==> src/rtl/sdram_pkg.sv <==
// sdram_pkg: SDRAM command encodings {CS#,RAS#,CAS#,WE#} and write-sequencer state encoding.
package sdram_pkg;
    localparam logic [3:0] CMD_NOP      = 4'b0111;
    localparam logic [3:0] CMD_ACTIVE   = 4'b0011;
    localparam logic [3:0] CMD_WRITE    = 4'b0100;
    localparam logic [3:0] CMD_B_STOP   = 4'b0110;
    localparam logic [3:0] CMD_P_CHARGE = 4'b0010;

    typedef enum logic [3:0] {
        S_IDLE = 4'd0,
        S_ACT  = 4'd1,
        S_TRCD = 4'd2,
        S_WRITE = 4'd3,
        S_DATA = 4'd4,
        S_TWR  = 4'd5,
        S_PRE  = 4'd6,
        S_TRP  = 4'd7,
        S_END  = 4'd8
    } state_t;
endpackage

==> src/rtl/sdram_write_burst_if.sv <==
// sdram_write_burst_if: arbiter-side request/beat handshake plus SDRAM command/data bus.
// master drives init_end, wr_en, wr_addr, wr_burst_len, wr_data; slave (the sequencer)
// drives wr_ack, wr_end, write_cmd, write_ba, write_addr, wr_sdram_en, wr_sdram_data.
interface sdram_write_burst_if #(
    parameter int DATA_W = 32,
    parameter int BA_W   = 2,
    parameter int ROW_W  = 11,
    parameter int COL_W  = 8,
    parameter int LEN_W  = 10
);
    logic                        init_end;
    logic                        wr_en;
    logic [BA_W+ROW_W+COL_W-1:0] wr_addr;
    logic [LEN_W-1:0]            wr_burst_len;
    logic [DATA_W-1:0]           wr_data;
    logic                        wr_ack;
    logic                        wr_end;
    logic [3:0]                  write_cmd;
    logic [BA_W-1:0]             write_ba;
    logic [ROW_W-1:0]            write_addr;
    logic                        wr_sdram_en;
    logic [DATA_W-1:0]           wr_sdram_data;

    modport master (
        output init_end, wr_en, wr_addr, wr_burst_len, wr_data,
        input  wr_ack, wr_end, write_cmd, write_ba, write_addr, wr_sdram_en, wr_sdram_data
    );
    modport slave (
        input  init_end, wr_en, wr_addr, wr_burst_len, wr_data,
        output wr_ack, wr_end, write_cmd, write_ba, write_addr, wr_sdram_en, wr_sdram_data
    );
endinterface

==> src/rtl/sdram_seg_calc.sv <==
// sdram_seg_calc: beats that fit in the current page, and the following {bank,row}.
// Ports: cur_addr {ba,row,col} and remaining in; seg_len and next_bank_row out.
module sdram_seg_calc #(
    parameter int BA_W  = 2,
    parameter int ROW_W = 11,
    parameter int COL_W = 8,
    parameter int LEN_W = 10
) (
    input  logic [BA_W+ROW_W+COL_W-1:0] cur_addr,
    input  logic [LEN_W-1:0]            remaining,
    output logic [LEN_W-1:0]            seg_len,
    output logic [BA_W+ROW_W-1:0]       next_bank_row
);
    // Wide enough for both the full page size (2^COL_W) and any remaining length.
    localparam int SW = (LEN_W > COL_W ? LEN_W : COL_W) + 1;
    logic [SW-1:0] room;
    always_comb begin
        room          = (SW'(1) << COL_W) - SW'(cur_addr[COL_W-1:0]);
        seg_len       = (SW'(remaining) < room) ? remaining : LEN_W'(room);
        // Bank and row increment together, so the last row of bank 3 wraps to bank 0 row 0.
        next_bank_row = cur_addr[BA_W+ROW_W+COL_W-1:COL_W] + (BA_W+ROW_W)'(1);
    end
endmodule

==> src/rtl/sdram_write_burst.sv <==
// sdram_write_burst: SDRAM burst-write sequencer with page-crossing split and tWR.
// Ports: sys_clk, sys_rst_n (sync, active low), bus (slave side of sdram_write_burst_if).
module sdram_write_burst
    import sdram_pkg::*;
#(
    parameter int DATA_W   = 32,
    parameter int BA_W     = 2,
    parameter int ROW_W    = 11,
    parameter int COL_W    = 8,
    parameter int LEN_W    = 10,
    parameter int AP_BIT   = 10,
    parameter int TRCD_CLK = 2,
    parameter int TWR_CLK  = 2,
    parameter int TRP_CLK  = 2
) (
    input  logic              sys_clk,
    input  logic              sys_rst_n,
    sdram_write_burst_if.slave bus
);
    localparam int AW = BA_W + ROW_W + COL_W;

    state_t               state_q, state_d;
    logic [LEN_W-1:0]     cnt_q, cnt_d, remaining_q, remaining_d, seg_len;
    logic [AW-1:0]        cur_addr_q, cur_addr_d;
    logic [BA_W+ROW_W-1:0] next_bank_row;
    logic [3:0]           cmd_q, cmd_d;
    logic [BA_W-1:0]      ba_q, ba_d, cur_ba;
    logic [ROW_W-1:0]     addr_q, addr_d, cur_row;
    logic [COL_W-1:0]     cur_col;
    logic                 en_q, en_d, ack;

    assign cur_ba  = cur_addr_q[AW-1 -: BA_W];
    assign cur_row = cur_addr_q[COL_W +: ROW_W];
    assign cur_col = cur_addr_q[COL_W-1:0];

    sdram_seg_calc #(.BA_W(BA_W), .ROW_W(ROW_W), .COL_W(COL_W), .LEN_W(LEN_W)) u_seg (
        .cur_addr      (cur_addr_q),
        .remaining     (remaining_q),
        .seg_len       (seg_len),
        .next_bank_row (next_bank_row)
    );

    always_comb begin
        state_d     = state_q;
        cur_addr_d  = cur_addr_q;
        remaining_d = remaining_q;
        cmd_d       = CMD_NOP;
        ba_d        = '1;
        addr_d      = '1;
        case (state_q)
            S_IDLE: if (bus.wr_en && bus.init_end && bus.wr_burst_len != '0) begin
                state_d     = S_ACT;
                cur_addr_d  = bus.wr_addr;
                remaining_d = bus.wr_burst_len;
            end
            S_ACT: begin
                state_d = S_TRCD;
                cmd_d   = CMD_ACTIVE;
                ba_d    = cur_ba;
                addr_d  = cur_row;
            end
            S_TRCD: if (cnt_q == LEN_W'(TRCD_CLK)) state_d = S_WRITE;
            S_WRITE: begin
                state_d = S_DATA;
                cmd_d   = CMD_WRITE;
                ba_d    = cur_ba;
                addr_d  = ROW_W'(cur_col);
            end
            S_DATA: if (cnt_q == seg_len - LEN_W'(1)) begin
                state_d = S_TWR;
                cmd_d   = CMD_B_STOP;
            end
            S_TWR: if (cnt_q == LEN_W'(TWR_CLK - 1)) state_d = S_PRE;
            S_PRE: begin
                state_d = S_TRP;
                cmd_d   = CMD_P_CHARGE;
                addr_d  = ROW_W'(1) << AP_BIT;
            end
            S_TRP: if (cnt_q == LEN_W'(TRP_CLK)) begin
                if (remaining_q != seg_len) begin
                    state_d     = S_ACT;
                    remaining_d = remaining_q - seg_len;
                    cur_addr_d  = {next_bank_row, COL_W'(0)};
                end else begin
                    state_d = S_END;
                end
            end
            S_END: state_d = S_IDLE;
            default: state_d = S_IDLE;
        endcase
        cnt_d = (state_d != state_q) ? '0 : cnt_q + LEN_W'(1);
        // WRITE supplies the first beat, so DATA acks one fewer: seg_len acks in total.
        ack  = (state_q == S_WRITE) ||
               (state_q == S_DATA && (LEN_W+1)'(cnt_q) + (LEN_W+1)'(2) <= (LEN_W+1)'(seg_len));
        en_d = ack;
    end

    always_ff @(posedge sys_clk) begin
        if (!sys_rst_n) begin
            state_q     <= S_IDLE;
            cnt_q       <= '0;
            cur_addr_q  <= '0;
            remaining_q <= '0;
            cmd_q       <= CMD_NOP;
            ba_q        <= '1;
            addr_q      <= '1;
            en_q        <= 1'b0;
        end else begin
            state_q     <= state_d;
            cnt_q       <= cnt_d;
            cur_addr_q  <= cur_addr_d;
            remaining_q <= remaining_d;
            cmd_q       <= cmd_d;
            ba_q        <= ba_d;
            addr_q      <= addr_d;
            en_q        <= en_d;
        end
    end

    assign bus.wr_ack        = ack;
    assign bus.wr_end        = (state_q == S_END);
    assign bus.write_cmd     = cmd_q;
    assign bus.write_ba      = ba_q;
    assign bus.write_addr    = addr_q;
    assign bus.wr_sdram_en   = en_q;
    assign bus.wr_sdram_data = en_q ? bus.wr_data : '0;
endmodule
==> src/flat_wrapper.sv <==
// flat-port wrapper written by rule: the top's interface ports become plain ports
module sdram_write_burst_flat import sdram_pkg::*;
#(
    parameter int DATA_W   = 32,
    parameter int BA_W     = 2,
    parameter int ROW_W    = 11,
    parameter int COL_W    = 8,
    parameter int LEN_W    = 10,
    parameter int AP_BIT   = 10,
    parameter int TRCD_CLK = 2,
    parameter int TWR_CLK  = 2,
    parameter int TRP_CLK  = 2
)
  (sys_clk, sys_rst_n, bus_init_end, bus_wr_en, bus_wr_addr, bus_wr_burst_len, bus_wr_data, bus_wr_ack, bus_wr_end, bus_write_cmd, bus_write_ba, bus_write_addr, bus_wr_sdram_en, bus_wr_sdram_data);
  sdram_write_burst_if #(.DATA_W(DATA_W), .BA_W(BA_W), .ROW_W(ROW_W), .COL_W(COL_W), .LEN_W(LEN_W)) bus_i ();
  input  logic sys_clk;
  input  logic sys_rst_n;
  input wire logic [$bits(bus_i.init_end)-1:0] bus_init_end;
  input wire logic [$bits(bus_i.wr_en)-1:0] bus_wr_en;
  input wire logic [$bits(bus_i.wr_addr)-1:0] bus_wr_addr;
  input wire logic [$bits(bus_i.wr_burst_len)-1:0] bus_wr_burst_len;
  input wire logic [$bits(bus_i.wr_data)-1:0] bus_wr_data;
  output wire logic [$bits(bus_i.wr_ack)-1:0] bus_wr_ack;
  output wire logic [$bits(bus_i.wr_end)-1:0] bus_wr_end;
  output wire logic [$bits(bus_i.write_cmd)-1:0] bus_write_cmd;
  output wire logic [$bits(bus_i.write_ba)-1:0] bus_write_ba;
  output wire logic [$bits(bus_i.write_addr)-1:0] bus_write_addr;
  output wire logic [$bits(bus_i.wr_sdram_en)-1:0] bus_wr_sdram_en;
  output wire logic [$bits(bus_i.wr_sdram_data)-1:0] bus_wr_sdram_data;
  assign bus_i.init_end = bus_init_end;
  assign bus_i.wr_en = bus_wr_en;
  assign bus_i.wr_addr = bus_wr_addr;
  assign bus_i.wr_burst_len = bus_wr_burst_len;
  assign bus_i.wr_data = bus_wr_data;
  assign bus_wr_ack = bus_i.wr_ack;
  assign bus_wr_end = bus_i.wr_end;
  assign bus_write_cmd = bus_i.write_cmd;
  assign bus_write_ba = bus_i.write_ba;
  assign bus_write_addr = bus_i.write_addr;
  assign bus_wr_sdram_en = bus_i.wr_sdram_en;
  assign bus_wr_sdram_data = bus_i.wr_sdram_data;
  sdram_write_burst #(.DATA_W(DATA_W), .BA_W(BA_W), .ROW_W(ROW_W), .COL_W(COL_W), .LEN_W(LEN_W), .AP_BIT(AP_BIT), .TRCD_CLK(TRCD_CLK), .TWR_CLK(TWR_CLK), .TRP_CLK(TRP_CLK)) u_core (.sys_clk(sys_clk), .sys_rst_n(sys_rst_n), .bus(bus_i));
endmodule
==> config.mk <==
export PLATFORM = sky130hd
export DESIGN_NAME = sdram_write_burst_flat
export DESIGN_NICKNAME = d
export VERILOG_FILES = /design/src/rtl/sdram_pkg.sv /design/src/rtl/sdram_write_burst_if.sv /design/src/rtl/sdram_seg_calc.sv /design/src/rtl/sdram_write_burst.sv /design/src/flat_wrapper.sv
export SDC_FILE = /design/constraint.sdc
export NUM_CORES = 1
export LEC_CHECK = 0
export CELL_PAD_IN_SITES_DETAIL_PLACEMENT = 1
export CELL_PAD_IN_SITES_GLOBAL_PLACEMENT = 1
export CORE_MARGIN = 2
export CORE_UTILIZATION = 37
export CTS_CLUSTER_DIAMETER = 120
export DETAILED_ROUTE_END_ITERATION = 16
export GPL_ROUTABILITY_DRIVEN = 0
export PLACE_DENSITY = 0.81
export SYNTH_ARGS = -nofsm -noshare
export SYNTH_HDL_FRONTEND = slang
export SYNTH_SLANG_ARGS = --single-unit
==> constraint.sdc <==
create_clock -name sys_clk -period 7.7 [get_ports sys_clk]
set_clock_uncertainty 0.15 [all_clocks]
set_input_delay 0.77 -clock sys_clk [delete_from_list [all_inputs] [get_ports sys_clk]]
set_output_delay 0.77 -clock sys_clk [all_outputs]
set_load 0.03 [all_outputs]
* Word level (Yosys, flattened, before mapping)
Cells that the tools add are included.
** Storage, ports and cells
- Register bits after elaboration :: 63
- Output and inout port bits :: 52
- Word-level logic and storage cells :: 64
- Input bits :: 67
** Operators by class
- Equality and inequality tests :: 16
- Bitwise operators :: 1
- $lt $le $gt $ge :: 2
- Mux-type cells :: 20
- Reduce and logical (&&, ||, !) cells :: 11
- Add/sub/neg operators :: 6
** Operator list (count)
- 2-to-1 mux 21 bit :: 3
- one-hot mux 21 bit (2 select lines) :: 1
- 2-to-1 mux 10 bit :: 4
- one-hot mux 11 bit (3 select lines) :: 1
- 2-to-1 mux 32 bit :: 1
- one-hot mux 4 bit (8 select lines) :: 1
- 2-to-1 mux 4 bit :: 6
- one-hot mux 10 bit (2 select lines) :: 1
- == test 4 x 3 -> 1 bit (second input constant) :: 4
- one-hot mux 4 bit (4 select lines) :: 1
- adder 13 x 1 -> 13 bit (second input constant) :: 1
- adder 10 x 2 -> 11 bit (second input constant) :: 1
- <= comparator 11 x 10 -> 1 bit :: 1
- < comparator 10 x 11 -> 1 bit :: 1
- adder 10 x 1 -> 10 bit (second input constant) :: 1
- == test 10 x 1 -> 1 bit (second input constant) :: 1
- == test 10 bit :: 1
- == test 10 x 2 -> 1 bit (second input constant) :: 1
- != test 10 bit :: 1
- nonzero test 10 bit :: 1
- subtractor 10 x 1 -> 10 bit (second input constant) :: 1
- subtractor 10 bit :: 1
- subtractor 9 x 8 -> 10 bit (first input constant) :: 1
- == test 4 x 2 -> 1 bit (second input constant) :: 2
- 13 further kinds :: 18

* Logic depth before layout (Yosys ltp)
Gate-level depths: netlist of the first run.
- Word-level depth :: 9
- Depth in mapped cells :: 24
- Depth with buffers taken out :: 23

* Cells and area by module
From an unflattened synthesis of the first run, not the netlist that was laid out.
** Second synthesis, totals
- Cell total of the unflattened synthesis :: 589
- Area total of the unflattened synthesis :: 4729.5 um^2
** Modules (own cells, without submodules)
- sdram_write_burst :: cells each 501, instances 1, area an instance 4065.1 um^2, sequential area each 1241.2 um^2
- sdram_seg_calc :: cells each 88, instances 1, area an instance 664.4 um^2, sequential area each 0.0 um^2

* Worst setup path after synthesis of the first run
OpenSTA, ideal clock, no wires.
- Path kind :: reg2out
- Start point :: reg u_core.cur_addr_q[3]
- End point :: out bus_wr_ack
- Required time :: 6780 ps
- Slack :: 1439 ps
- Stages on the path, launching flop included :: 22
- Arrival time :: 5341 ps
- Path buffers :: 3
- Cells stage by stage :: dfxtp_1 -> buf_6 -> or3_4 -> or3b_1 -> buf_6 -> or3_1 -> ha_1 -> a311o_1 -> a21oi_2 -> clkbuf_1 -> nor2_1 -> a21oi_1 -> ha_1 -> nor2b_1 -> o21a_1 -> o21a_1 -> o21a_1 -> o21a_1 -> o21a_1 -> o21a_1 -> o21a_1 -> o21ai_0
** On the way
- Word-level cells in the longest chain between the ends :: 6
** Ends and longest elaborated chain
- from (decl) :: RTL line sdram_write_burst.sv:24 : logic [AW-1:0] cur_addr_q, cur_addr_d;
- from (signal assigned) :: RTL line sdram_write_burst.sv:111 : cur_addr_q <= cur_addr_d;
- subtractor 9 x 8 -> 10 bit (*) :: RTL line sdram_seg_calc.sv:18 : room = (SW'(1) << COL_W) - SW'(cur_addr[COL_W-1:0]);
- < comparator 10 x 11 -> 1 bit :: RTL line sdram_seg_calc.sv:19 : seg_len = (SW'(remaining) < room) ? remaining : LEN_W'(room);
- 2-to-1 mux 10 bit (*) :: RTL line sdram_seg_calc.sv:19
- <= comparator 11 x 10 -> 1 bit (*) :: RTL line sdram_write_burst.sv:94 : (state_q == S_DATA && (LEN_W+1)'(cnt_q) + (LEN_W+1)'(2) <= (LEN_W+1)'(seg_len));
- logical AND 1 bit (*) :: RTL line sdram_write_burst.sv:94
- logical OR 1 bit (*) :: RTL line sdram_write_burst.sv:93 : ack = (state_q == S_WRITE) ||
- to (decl) :: RTL line flat_wrapper.sv:23 : output wire logic [$bits(bus_i.wr_ack)-1:0] bus_wr_ack;
Mark *: on every way between the ends. The rest lies on a longest branch, timed or not.

* Worst setup path after layout of the first run
- Start point :: reg u_core.cur_addr_q[0]
- End point :: out bus_wr_ack
The elaborated chain is that of the path after synthesis.

==> results of run 1 <==
[worst paths after layout]
kind | cells after the start | slack [ns] | startpoint | end
max | 23 | 0.57 | u_core.cur_addr_q[0] | bus_wr_ack
min | 1 | 0.33 | u_core.cur_addr_q[16] | u_core.bus.write_addr[8]
max reg2reg | 21 | 1.71 | u_core.cur_addr_q[0] | u_core.cnt_q[7]
min reg2reg | 1 | 0.33 | u_core.cur_addr_q[16] | u_core.bus.write_addr[8]
[state kept, by name, indices dropped and copies added, names as in the netlist]
name	cells
u_core.state_q	4
u_core.bus.write_cmd	3
u_core.remaining_q	10
u_core.bus.write_ba	2
u_core.cur_addr_q	21
u_core.cnt_q	10
u_core.bus.wr_sdram_en	1
u_core.bus.write_addr	11
[synthesized netlist by cell type, types with 3 or more instances]
cell type / number
a21o_1: 11
a21oi_1: 36
a221o_1: 9
a22oi_1: 10
a31oi_1: 7
and2_1: 36
and3_1: 8
clkbuf_1: 35
dfxtp_1: 62
ha_1: 31
inv_1: 20
mux2i_1: 12
nand2_1: 46
nand2b_1: 9
nand3_1: 19
nand4_1: 10
nor2_1: 36
nor2b_1: 22
nor3_1: 11
nor3b_1: 3
nor4_1: 15
o211a_1: 7
o211ai_1: 5
o21a_1: 9
o21ai_0: 23
o221a_2: 3
o22ai_1: 3
or3_1: 7
or4_1: 5
xnor2_1: 27
xor2_1: 14
[stage by stage]
step                setup WS (ns)  cell area [um^2]  total power, uW
floorplan                   1.439              4752            673.5
global placement            1.050              5984            776.3
detailed placement         0.7597              5984            798.8
CTS                        0.3851              6309             1246
global route               0.1328              6321             1305
finish                     0.5745              6321             1247
[where the power goes]
| part | switching (uW) | total (uW) | internal [uW] |
|---|---|---|---|
| clock network | 160 | 444 | 284 |
| logic | 235 | 436 | 201 |
| registers | 29.4 | 367 | 337 |
[cell type report]
type	instances	area share
flip-flops and latches	62	0.1964
clock inverters	7	0.01564
multi-input cells	470	0.5156
clock buffers	9	0.03563
repair buffers	122	0.1908
well taps	172	0.03405
inverters	20	0.01188
[worst max-delay path: stages (launching register included)]
cell             delay, ns
dfxtp_1               0.46
inv_1                 0.14
ha_1                  0.29
xnor2_1               0.28
inv_1                 0.14
ha_1                  0.33
a21o_1                0.19
a31oi_1               0.13
o21ai_0               0.15
a221o_1               0.41
a21oi_4               0.40
nor2_1                0.09
a21oi_1               0.30
ha_1                  0.31
nor2b_1               0.14
o21a_1                0.17
o21a_1                0.17
o21a_1                0.17
o21a_1                0.17
o21a_1                0.17
o21a_1                0.16
o21a_1                0.16
o21ai_0               0.23
clkdlybuf4s50_1       0.71
[logic make-up after synthesis]
group / Yosys count
compound gates: 146
xor+xnor: 43
fa+ha+maj: 32
buf+inv: 61
flops: 62
mux: 13
other cells: 2
simple gates: 234
[layer usage]
layer / vias up / track usage / wire, um
met4: 0 / 0.07154 / 216
li1: 2307 / - / -
met2: 169 / 0.4167 / 8027
met3: 18 / 0.04961 / 1097
met5: - / 0 / 0
met1: 2362 / 0.2980 / 7073
[timing repair]
| item | in CTS | in global routing |
|---|---|---|
| gates resized for setup | 0 | 1 |
| hold endpoints to repair | 0 | 0 |
| endpoints found under the setup margin | 0 | 1 |
==> flow_summary_export.csv, run 1 <==
group,metric,value,unit
status,outcome,"completed",
pwr,powerDensity,197.2,nW/um^2
setup_path,cp-end-kind,"output pin",
cts,post-cts-setup-buffers,0,
sta,post-route-period-util,0.9254,
routing,vias,4856,
floorplanning,dieHeight,117.3,um
floorplanning,fp.dieW,117.3,um
yosys,avgSynthCellArea,8.014,um^2
yosys,synthXorXnorAreaFrac,0.08636,
yosys,synth_area,4752,um^2
yosys,synthFlopType,"dfxtp_1",
grt,antenna_found_initial,0,
cells_and_area,final_util,0.5029,
routing,drt-initial-drc-count,185,
pwr,leakage,0.002541,uW
cts,htreeDepth,3,
grt,grt_pass1_vias,5050,
routing,via_per_inst,5.633,
yosys,synth_fa_ha_area_frac,0.08583,
routing,ant_nets,0,
grt,grt_use_total,0.2397,
setup_path,cp.arrival,6.21,ns
cts,cts_root_buf,"clkbuf_16",
sta,hold_violations,0,
job,cap_violations,0,
yosys,synth_mux_area_frac,0.02765,
sta,report.final.slew_viol_count,0,
yosys,synth_nets,692,
yosys,ys_seq_elements,62,
yosys,yosys.area.top_type_share,0.2612,
cells_and_area,layout_common_cells,"117 x clkdlybuf4s50_1, 62 x dfxtp_1, 46 x nand2_1",
sta,tightest_slew,1.133,ns
cts,cts_tree,"yes",
cts,numClockSinks,62,
cts,clk_path_buf_depth,2,
cells_and_area,antennaDiodeCount,0,
yosys,yosysWarningCount,0,
cells_and_area,layout_commonest_cell,"clkdlybuf4s50_1",
yosys,synth-edff-count,0,
cts,ctsHoldBuffers,0,
yosys,synth_compound_area_frac,0.2188,
cells_and_area,nFillCells,1493,
routing,drc,0,
yosys,yosysUniqueCellTypes,63,
place,io_buffers,117,
sta,maxSlewHeadroom,0.2366,
yosys,ys_top_cells_by_area,"dfxtp_1 26%, ha_1 8.2%, xnor2_1 5.0%, and2_1 4.7%, a21oi_1 3.8%",
sta,rsz0062_at_grt,"false",
setup_path,cp-start-kind,"register",
grt,grt_start_max_net_pins,38,
routing,routed_wl,16410,um
cells_and_area,final_cells,862,
floorplanning,fp.coreArea,12570,um^2
hold_path,hold_class,"register to register",
cells_and_area,drive_gt1_frac,0.05217,
yosys,syn_inst,593,
setup_path,cp_max_fo,15,
floorplanning,rows,41,
cts,path_clk_slew,0.06,ns
cells_and_area,seq_area,1241,um^2
cells_and_area,multi_input_area,3259,um^2
place,dp_hpwl,12570,um
sta,hold_slack,0.3347,ns
grt,grt_pass1_wl,26700,um
cells_and_area,finalNetCount,784,
sta,setup_viol_count_final,0,
routing,drtPass1Iterations,5,
yosys,yosys.area.top_type,"dfxtp_1",
floorplanning,initial_utilization,0.3781,
sta,setup_tns,0,ns
floorplanning,io_pins,119,
routing,wl_per_cell,19.04,um
pwr,ir_drop,0.1171,mV
cts,insertion_delay,0.34,ns
yosys,synthSimpleGateAreaFrac,0.2625,
cells_and_area,area_delta_synth_final,33.02,%
setup_path,crit_type,"register to output pin",
grt,overflow,0,
floorplanning,dieArea,13770,um^2
place,post-place-cells,845,
setup_path,cp.required,6.78,ns
sta,period_minus_slack,7.125,ns
yosys,synth_top_family_by_area,"simple AND/OR/NAND/NOR gates",
yosys,ys_seq_area_frac,0.2612,
sta,fmax,140.3,MHz
cts,numCtsBuffers,9,
yosys,async_reset_ff_frac,0,
No activity file was read; power rests on OpenSTA's default activity.
==> inputs of run 2 (changes only) <==
- CORE_UTILIZATION: 37 -> 33
- PLACE_DENSITY: 0.81 -> 0.77
- clock period: 7.7 -> 6.06 ns (I/O delays scaled with it)
==> flow_summary_export.csv, run 2 (synthesis gave the netlist of run 1 again) <==
group,metric,value,unit
cells_and_area,drive_gt1_frac,0.06897,
cells_and_area,seq_area,1242,um^2
floorplanning,rows,43,
place,dp_hpwl,12510,um
cells_and_area,finalNetCount,790,
cells_and_area,layout_commonest_cell,"clkdlybuf4s50_1",
routing,vias,4935,
hold_path,hold_class,"register to register",
grt,grt_pass1_wl,26240,um
sta,rsz0062_at_grt,"false",
setup_path,cp_max_fo,11,
status,outcome,"completed",
setup_path,path_common_cell,"o21a_1",
cts,clk_path_buf_depth,2,
place,post-place-cells,858,
sta,setup_tns,0,ns
cts,htreeDepth,3,
setup_path,cp-start-kind,"register",
cts,insertion_delay,0.34,ns
grt,grt_use_total,0.2204,
cells_and_area,largest_reg_flops,21,
sta,fmax,170.6,MHz
routing,ant_nets,0,
floorplanning,fp.coreArea,13990,um^2
routing,via_per_inst,5.634,
grt,grt_start_max_net_pins,38,
cells_and_area,multi_input_area,3276,um^2
sta,period_minus_slack,5.860,ns
cts,path_clk_slew,0.06,ns
cells_and_area,antennaDiodeCount,0,
grt,antenna_found_initial,0,
floorplanning,fp.dieW,124,um
cells_and_area,top_register,"u_core.cur_addr_q",
pwr,ir_drop,0.1427,mV
setup_path,cp.required,5.30,ns
sta,report.final.slew_viol_count,0,
setup_path,cp_slowest_cell,"or3b_4",
cells_and_area,layout_common_cells,"116 x clkdlybuf4s50_1, 61 x dfxtp_1, 46 x nand2_1",
cts,ctsHoldBuffers,0,
grt,overflow,0,
cells_and_area,nFillCells,1689,
sta,setup_viol_count_final,0,
routing,routed_wl,16620,um
floorplanning,initial_utilization,0.3397,
routing,wl_per_cell,18.97,um
cts,cts_tree,"yes",
sta,tightest_slew,1.334,ns
cells_and_area,area_delta_synth_final,34.47,%
sta,maxSlewHeadroom,0.1034,
cts,numClockSinks,62,
setup_path,cp.arrival,5.10,ns
routing,drc,0,
setup_path,crit_type,"register to output pin",
floorplanning,dieHeight,124,um
routing,drtPass1Iterations,4,
setup_path,cp-end-kind,"output pin",
cts,cts_root_buf,"clkbuf_16",
sta,post-route-period-util,0.9670,
routing,drt-initial-drc-count,251,
place,io_buffers,117,
pwr,powerDensity,246.4,nW/um^2
setup_path,slowest_delay,0.46,ns
sta,hold_violations,0,
setup_path,worstPathCellList,"or3_4, or3b_4, or3_1, ha_1, a311o_1, a21o_4, mux2i_2, ha_1, o21a_1, o21a_1, o21a_1, o21a_1, o21a_1, o21a_1, o21a_1, o21ai_2, buf_12",
cells_and_area,final_cells,876,
job,cap_violations,0,
cts,numCtsBuffers,9,
floorplanning,dieArea,15380,um^2
grt,grt_pass1_vias,5097,
pwr,leakage,0.002569,uW
floorplanning,io_pins,119,
run 2: through the flow:
step | utilization | hold slack [ns] | setup WS (ns) | cell area, um^2 | total power (uW)
after floorplan | - | 0.2832 | 0.2040 | 4752 | 855.9
after global placement | 0.4316 | 0.3097 | 0.3800 | 6037 | 997.6
after detailed placement | 0.4316 | 0.3199 | 0.2189 | 6037 | 1020
after CTS | 0.4549 | 0.3333 | 0.01703 | 6364 | 1564
after global routing | 0.4568 | 0.3516 | 0.0002238 | 6390 | 1654
final | 0.4568 | 0.3326 | 0.1998 | 6390 | 1574
run 2: timing repair:
item / in CTS / in global routing
pin swaps: 0 / 2
gates resized for setup: 3 / 5
setup endpoints to repair: 1 / 11
buffers inserted: 0 / 2
run 2: critical path, delay by kind of cell, from the launching register on:
family,cells,cell delay (ns)
AO/OA/AOI/OAI,10,2.01
adder cells (fa/ha/maj),2,0.64
buffers and inverters,1,0.15
flip-flops,1,0.38
multiplexers,1,0.29
AND/OR/NAND/NOR,3,1.28
run 2: final timing paths:
kind                              end  slack [ns]  depth (start not counted)             startpoint
max reg2reg     u_core.cur_addr_q[10]        0.46                         19   u_core.cur_addr_q[2]
min          u_core.bus.write_addr[9]        0.33                          1  u_core.cur_addr_q[17]
max                        bus_wr_ack        0.20                         17   u_core.cur_addr_q[2]
min reg2reg  u_core.bus.write_addr[9]        0.33                          1  u_core.cur_addr_q[17]
run 2: final cells by class:
class	instances	share of cell area
inverter	20	0.01175
multi-input combinational	470	0.5126
tap	180	0.03525
sequential	62	0.1944
clock inverter	7	0.01292
timing repair buffer	128	0.1978
clock buffer	9	0.03525
run 2: where the power goes:
part / switching, uW / internal, uW / total, uW
logic: 304 / 267 / 571
registers: 38.9 / 428 / 467
clock network: 212 / 324 / 536
total: 555 / 1020 / 1570
run 2: routing by layer:
metal	GRT usage	vias to the layer above	wire (um)
li1	-	2335	-
met1	0.2810	2420	7485
met2	0.3750	158	7804
met3	0.03755	22	1060
met4	0.07725	0	272
met5	0	-	0
==> inputs of run 3 (changes only) <==
- CTS_CLUSTER_SIZE: not set -> 12
==> results of run 3 <==
Final layout, timing and power as in run 2 (identical DEF).
